<file path="src/rtl/cc_gate_pkg.sv">
`default_nettype none
// ============================================================================
// Module      : cc_gate_pkg
// Description : Shared types and helpers for the sequential condition-code
//               channel gate: FSM state encoding, command record and the
//               broadcast-mode decode.
// Revision    : 1.0 - initial release
// ============================================================================
package cc_gate_pkg;

    // Upper bounds for the command record fields. Instances narrower than
    // these zero-extend into the record.
    localparam int CC_MAX_NCH = 32;
    localparam int CC_MAX_CW  = 16;

    typedef enum logic [1:0] {
        IDLE = 2'd0,
        XFER = 2'd1,
        DONE = 2'd2
    } cc_gate_state_e;

    typedef struct packed {
        logic                  sel_i;
        logic                  sel_k;
        logic                  dir;
        logic [CC_MAX_NCH-1:0] mask;
        logic [CC_MAX_CW-1:0]  beats;
    } cc_gate_cmd_t;

    // Broadcast mode: both selects set with the direction bit clear.
    function automatic logic cc_bcast(input logic sel_i, input logic sel_k,
                                      input logic dir);
        return sel_i & sel_k & ~dir;
    endfunction

endpackage
`default_nettype wire

</file>
<file path="src/rtl/cc_gate_lane.sv">
`default_nettype none
// ============================================================================
// Module      : cc_gate_lane
// Description : Combinational gate for a single channel lane. In broadcast
//               mode the lane is forced to the replicated mask bit, otherwise
//               the live channel data passes through.
//               Optional feature macro: CC_GATE_PARITY_EN (adds lane parity).
// Ports       : bcast    - broadcast mode active
//               mask_bit - force value for this lane
//               data     - live W-bit lane input
//               lane     - gated W-bit lane value
//               par      - even parity of lane (CC_GATE_PARITY_EN only)
// Revision    : 1.0 - initial release
// ============================================================================
module cc_gate_lane #(
    parameter int W = 1
) (
    input  logic         bcast,
    input  logic         mask_bit,
    input  logic [W-1:0] data,
`ifdef CC_GATE_PARITY_EN
    output logic         par,
`endif
    output logic [W-1:0] lane
);

    assign lane = bcast ? {W{mask_bit}} : data;

`ifdef CC_GATE_PARITY_EN
    // Even parity: the bit that makes the total count of ones even.
    assign par = ^lane;
`endif

endmodule
`default_nettype wire

</file>
<file path="src/rtl/cc_chan_gate_seq.sv">
`default_nettype none
// ============================================================================
// Module      : cc_chan_gate_seq
// Description : Sequential condition-code channel gate. Accepts one command
//               (mode bits, channel mask, beat count) and streams NCH gated
//               W-bit lanes per beat over a valid/ready output handshake.
//               Optional feature macro: CC_GATE_PARITY_EN (adds out_par).
// Ports       : clk, rst          - clock, synchronous active-high reset
//               en                - global enable, drop aborts a transfer
//               cmd_*             - command channel (valid/ready)
//               chan_data         - live lane inputs, sampled per beat
//               out_valid/ready   - output beat handshake
//               out_data          - registered gated lanes
//               out_par           - per-lane even parity (macro only)
//               busy, done, err   - status
// Revision    : 1.0 - initial release
// ============================================================================
module cc_chan_gate_seq
    import cc_gate_pkg::*;
#(
    parameter int NCH = 6,
    parameter int W   = 1,
    parameter int CW  = 4
) (
    input  logic             clk,
    input  logic             rst,
    input  logic             en,
    input  logic             cmd_valid,
    output logic             cmd_ready,
    input  logic             cmd_sel_i,
    input  logic             cmd_sel_k,
    input  logic             cmd_dir,
    input  logic [NCH-1:0]   cmd_mask,
    input  logic [CW-1:0]    cmd_beats,
    input  logic [NCH*W-1:0] chan_data,
    output logic             out_valid,
    input  logic             out_ready,
    output logic [NCH*W-1:0] out_data,
`ifdef CC_GATE_PARITY_EN
    output logic [NCH-1:0]   out_par,
`endif
    output logic             busy,
    output logic             done,
    output logic             err
);

    localparam logic [CW-1:0] c_one = {{(CW-1){1'b0}}, 1'b1};

    cc_gate_state_e   r_state;
    logic             r_sel_i;
    logic             r_sel_k;
    logic             r_dir;
    logic [NCH-1:0]   r_mask;
    logic [CW-1:0]    r_beats;
    logic [CW-1:0]    r_count;

    logic             w_bcast;
    logic [NCH*W-1:0] w_lanes;
    logic             w_hs;
    logic             w_load;
    logic             w_last;

    assign w_bcast   = cc_bcast(r_sel_i, r_sel_k, r_dir);
    assign w_hs      = out_valid & out_ready;
    // A fresh beat may be loaded whenever the output register is empty or
    // is being emptied this cycle.
    assign w_load    = ~out_valid | w_hs;
    // Beats are non-zero once in XFER, so beats-1 never underflows.
    assign w_last    = (r_count == (r_beats - c_one));
    assign cmd_ready = (r_state == IDLE) & en;
    assign busy      = (r_state != IDLE);

`ifdef CC_GATE_PARITY_EN
    logic [NCH-1:0] w_par;
`endif

    for (genvar c = 0; c < NCH; c++) begin : g_lane
        cc_gate_lane #(.W(W)) u_lane (
            .bcast    (w_bcast),
            .mask_bit (r_mask[c]),
            .data     (chan_data[c*W +: W]),
`ifdef CC_GATE_PARITY_EN
            .par      (w_par[c]),
`endif
            .lane     (w_lanes[c*W +: W])
        );
    end

    always_ff @(posedge clk) begin
        if (rst) begin
            r_state   <= IDLE;
            r_sel_i   <= 1'b0;
            r_sel_k   <= 1'b0;
            r_dir     <= 1'b0;
            r_mask    <= '0;
            r_beats   <= '0;
            r_count   <= '0;
            out_valid <= 1'b0;
            out_data  <= '0;
            done      <= 1'b0;
            err       <= 1'b0;
`ifdef CC_GATE_PARITY_EN
            out_par   <= '0;
`endif
        end else begin
            done <= 1'b0;
            case (r_state)
                IDLE: begin
                    if (cmd_valid && cmd_ready) begin
                        r_sel_i <= cmd_sel_i;
                        r_sel_k <= cmd_sel_k;
                        r_dir   <= cmd_dir;
                        r_mask  <= cmd_mask;
                        r_beats <= cmd_beats;
                        r_count <= '0;
                        if (cmd_beats == '0) begin
                            err <= 1'b1;
                        end else begin
                            err     <= 1'b0;
                            r_state <= XFER;
                        end
                    end
                end
                XFER: begin
                    // Abort wins over completion, but a beat handshaking in
                    // the abort cycle has still been delivered.
                    if (!en) begin
                        if (w_hs) begin
                            r_count <= r_count + c_one;
                        end
                        out_valid <= 1'b0;
                        err       <= 1'b1;
                        r_state   <= IDLE;
                    end else if (w_hs && w_last) begin
                        r_count   <= r_count + c_one;
                        out_valid <= 1'b0;
                        done      <= 1'b1;
                        r_state   <= DONE;
                    end else if (w_load) begin
                        if (w_hs) begin
                            r_count <= r_count + c_one;
                        end
                        out_data  <= w_lanes;
                        out_valid <= 1'b1;
`ifdef CC_GATE_PARITY_EN
                        out_par   <= w_par;
`endif
                    end
                end
                DONE: begin
                    r_state <= IDLE;
                end
                default: begin
                    r_state <= IDLE;
                end
            endcase
        end
    end

endmodule
`default_nettype wire
</file>
<file path="config.mk">
export PLATFORM = sky130hd
export DESIGN_NAME = cc_chan_gate_seq
export DESIGN_NICKNAME = d
export VERILOG_FILES = /design/src/rtl/cc_gate_pkg.sv /design/src/rtl/cc_gate_lane.sv /design/src/rtl/cc_chan_gate_seq.sv
export SDC_FILE = /design/constraint.sdc
export NUM_CORES = 1
export LEC_CHECK = 0
export BUFFER_PORTS_ARGS = -buffer_cell sky130_fd_sc_hd__buf_2
export CELL_PAD_IN_SITES_DETAIL_PLACEMENT = 1
export CELL_PAD_IN_SITES_GLOBAL_PLACEMENT = 2
export CORE_ASPECT_RATIO = 0.5
export CORE_MARGIN = 2
export CORE_UTILIZATION = 33
export DETAILED_ROUTE_END_ITERATION = 8
export PLACE_DENSITY_LB_ADDON = 0.1
export SYNTH_ARGS = -nofsm -noshare
export SYNTH_HDL_FRONTEND = slang
export SYNTH_HIERARCHICAL = 1
export SYNTH_SLANG_ARGS = --single-unit
</file>
<file path="constraint.sdc">
create_clock -name clk -period 5.16 [get_ports clk]
set_input_delay 0.516 -clock clk [delete_from_list [all_inputs] [get_ports clk]]
set_output_delay 0.516 -clock clk [all_outputs]
set_load 0.05 [all_outputs]
</file>
==> summary.log <==
[sta] final clock period utilization by the worst path 38.9%
[power] pwr dens 288 nW/um2
[synthesis] Netlist Area Pre-Place 1350 um2
[routing] Avg WL per Cell 12.9 um
[synthesis] library cells used by synthesis 30
[synthesis] Synth Area in Compound Gates 12.0%
[final_layout] post-layout net count 206
[final_layout] share of post-route cells with drive strength above 1 27.4%
[die] Starting Density 34.5%
[power] worst voltage drop across the vdd grid 0.0000986 V
[setup_path] critical path type reg2reg
[clock_tree] post-CTS setup buffer count 0
[synthesis] xor and xnor fraction of the mapped netlist area 6.38%
[routing] DR iter-0 viols 17
[synthesis] Post-Synthesis Cells 148
[hold_path] Worst Hold Endpoint r_mask[0]$_SDFFE_PP0P_
[synthesis] multiplexer share of the synthesized area 11.8%
[clock_tree] clock root buffer clkbuf_8
[global_route] number of global-route vias before repair 1,022
[sta] Setup violations, final 0
[die] Die Outline Area 4660 um2
[sta] pin slew with the least headroom to its limit 0.816 ns
[synthesis] register area share after synthesis 41.4%
[die] I/O pin cnt 35
[clock_tree] Skew-Pair Late Insertion Delay 0.28 ns
[sta] unrepaired setup endpoints after global routing false
[routing] final antenna-violating net count 0
[place] dpl cell area 1560 um2
[global_route] aggregate global routing overflow 0
[sta] final total negative setup slack 0 ns
[clock_tree] total CTS buffers 3
[clock_tree] clock buffer depth 2
[die] die width 94.5 um
[hold_path] hold-critical path depth 2
[synthesis] basic-gate share of the synthesized area counting and, or, nand and nor cells 22.9%
[hold_path] hold_sp r_mask[0]$_SDFFE_PP0P_
[setup_path] depth of the worst register-to-register path 4
[sta] Fmax achieved 498 MHz
[synthesis] Synthesis Warnings 6
[setup_path] startpoint of the worst-slack reg-to-reg timing path r_state[1]$_SDFFE_PP0P_
[global_route] wire length of the first global-routing pass 4890 um
[clock_tree] number of clock sinks 28
[die] number of rows in the core area 16
[clock_tree] number of buffers inserted by hold repair at cts 0
[setup_path] Worst EP required 5.31 ns
[global_route] initial antenna violation count 0
[setup_path] endpoint type of the worst setup path flop
[routing] vias after detailed routing 1,094
[final_layout] Antenna Cells 0
[routing] number of vias per cell 4.70
[synthesis] number of nets in the synthesized netlist 174
[run] reported max-cap violation count 0
[hold_path] worst min path class reg2reg
[setup_path] crit path launch type flop
[setup_path] worst reg2reg path endpoint r_count[1]$_SDFFE_PP0P_
[status] run status finished, final reports clean
[clock_tree] Resized cells post-CTS 0
[sta] Slew HR 45.3%
[synthesis] mean area per synthesized cell 9.14 um2
[sta] final hold violation count 0
[sta] Final Skew 0.00513 ns
[clock_tree] clock tree from TritonCTS done
[setup_path] flop2flop setup slack 3.15 ns
[global_route] total track usage 13.7%
[routing] number of DRC violations after detailed routing 0
[final_layout] area growth from synthesis to final layout 20.7%
[place] Detailed Place HPWL 2140 um
[routing] first-pass iteration count of the detailed router 2
[sta] max-slew violations 0
[setup_path] Crit path arrival time 2.15 ns
[die] Die Y 49.3 um
[synthesis] number of register bits inferred by synthesis 28
[power] Static Leakage 0.656 nW
[place] placer congestion estimate 0.666
[sta] post-layout minimum cycle time 2.01 ns
[synthesis] share of synthesized cell area in full adder, half adder and majority cells 1.85%
[place] Buffers on Ports 34
[die] core footprint 3920 um2
[clock_tree] htree depth 1
[synthesis] main combinational cell family by area after synthesis simple AND/OR/NAND/NOR gates
[clock_tree] clock transition time at the flip-flop clock pins of the worst setup and hold paths 0.10 ns
[setup_path] highest fanout seen on the critical path 17
[routing] post-detailed-routing wire length 3010 um
[global_route] maximum number of pins on one net before global-route repair 35
[final_layout] final instance area 1630 um2
==> worst max path at each step <==
stage	depth (start not counted)	to	slack (ns)	start
2_1_floorplan	6	r_beats[3]$_SDFFE_PP0P_	2.64	en
3_3_place_gp	5	r_count[1]$_SDFFE_PP0P_	2.95	en
3_5_place_dp	5	r_count[1]$_SDFFE_PP0P_	2.93	en
4_1_cts	4	r_count[1]$_SDFFE_PP0P_	3.14	r_state[1]$_SDFFE_PP0P_
6_report	4	r_count[1]$_SDFFE_PP0P_	3.15	r_state[1]$_SDFFE_PP0P_
5_1_grt	4	r_count[1]$_SDFFE_PP0P_	3.02	r_state[1]$_SDFFE_PP0P_
==> routing by layer <==
| layer | track usage, % | vias up | part of all wire (%) |
|---|---|---|---|
| met5 | 0 | - | 0 |
| met4 | 2.17 | 0 | 0.37 |
| met3 | 4.95 | 2 | 6.0 |
| met2 | 21.9 | 21 | 44 |
| met1 | 18.1 | 511 | 50 |
| li1 | - | 560 | - |
==> worst max-delay path, stage by stage (launching register included) <==
cell and delay [ns]:
dfxtp_1 0.35, nand4bb_1 0.74, a21oi_1 0.50, mux2i_1 0.23, nor3_1 0.05
==> flip-flops by register name, indices dropped and copies added (netlist names) <==
| signal | count |
|---|---|
| done | 1 |
| r_dir | 1 |
| r_beats | 4 |
| r_state | 2 |
| r_mask | 6 |
| out_data | 6 |
| r_sel_i | 1 |
| out_valid | 1 |
| r_count | 4 |
| r_sel_k | 1 |
| err | 1 |
==> cell families (layout without fill, tap and decap cells) <==
logic type      after synthesis  after routing
fa+ha+maj                     2              2
xor+xnor                      8              8
simple gates                 61             61
mux                          13             13
flops                        28             28
compound gates               24             24
buf+inv                      12             43
==> where the power goes <==
| group | switching, mW | internal (mW) |
|---|---|---|
| clock | 0.0707 | 0.104 |
| combinational | 0.0406 | 0.0268 |
| sequential | 0.00501 | 0.224 |
==> cells in the final DEF (no fill, tap or decap), drive strengths merged, types with 3 or more instances in the layout <==
cell     n
dfxtp   28
mux2     6
xnor2    6
nand2   31
buf     34
inv      5
a21oi   16
nand2b  13
clkbuf   3
nor3     7
mux2i    7
==> stage by stage <==
step | instances | hold slack [ns] | utilization, % | power [mW] | setup slack (ns)
after floorplan | 148 | 0.436 | - | 0.282 | 2.64
after global placement | 229 | 0.445 | 39.8 | 0.301 | 2.95
after detailed placement | 229 | 0.450 | 39.8 | 0.302 | 2.93
after CTS | 233 | 0.458 | 41.6 | 0.480 | 3.14
after global routing | 233 | 0.455 | 41.6 | 0.496 | 3.02
final | 233 | 0.461 | 41.6 | 0.471 | 3.15
==> synth_stat cells <==
| cell type | instances | area share [%] |
|---|---|---|
| o21a_1 | 1 | 0.56 |
| nor3b_1 | 1 | 0.56 |
| nand4bb_1 | 1 | 0.83 |
| o21bai_1 | 1 | 0.56 |
| nor3_1 | 7 | 2.6 |
| nand2b_1 | 13 | 6.0 |
| o21ba_2 | 1 | 0.74 |
| inv_1 | 5 | 1.4 |
| nor4_4 | 1 | 1.6 |
| xor3_2 | 1 | 1.8 |
| a211oi_1 | 2 | 1.1 |
| a41oi_1 | 1 | 0.65 |
| xnor2_1 | 6 | 3.9 |
| a21boi_0 | 1 | 0.56 |
| ha_1 | 2 | 1.8 |
| nand3_1 | 1 | 0.37 |
| mux2_4 | 6 | 6.7 |
| buf_2 | 2 | 0.74 |
| clkbuf_1 | 5 | 1.4 |
| dfxtp_1 | 28 | 41 |
| xor2_1 | 1 | 0.65 |
| nor2b_1 | 1 | 0.46 |
| and2_1 | 1 | 0.46 |
| nor2_1 | 2 | 0.56 |
| a21oi_1 | 16 | 5.9 |
| nor4_1 | 1 | 0.46 |
| mux2i_1 | 7 | 5.2 |
| nand2_1 | 31 | 8.6 |
| a221oi_4 | 1 | 1.9 |
| or2_2 | 1 | 0.46 |
==> cell type report <==
class	count	area, um2
fillers	501	2290
inverters	5	18.8
well taps	54	67.6
multi-input cells	108	744
clock buffers	3	41.3
flip-flops and latches	28	561
repair buffers	34	170
clock inverters	1	30.0
Note: power is estimated with default switching activity, not from simulation.
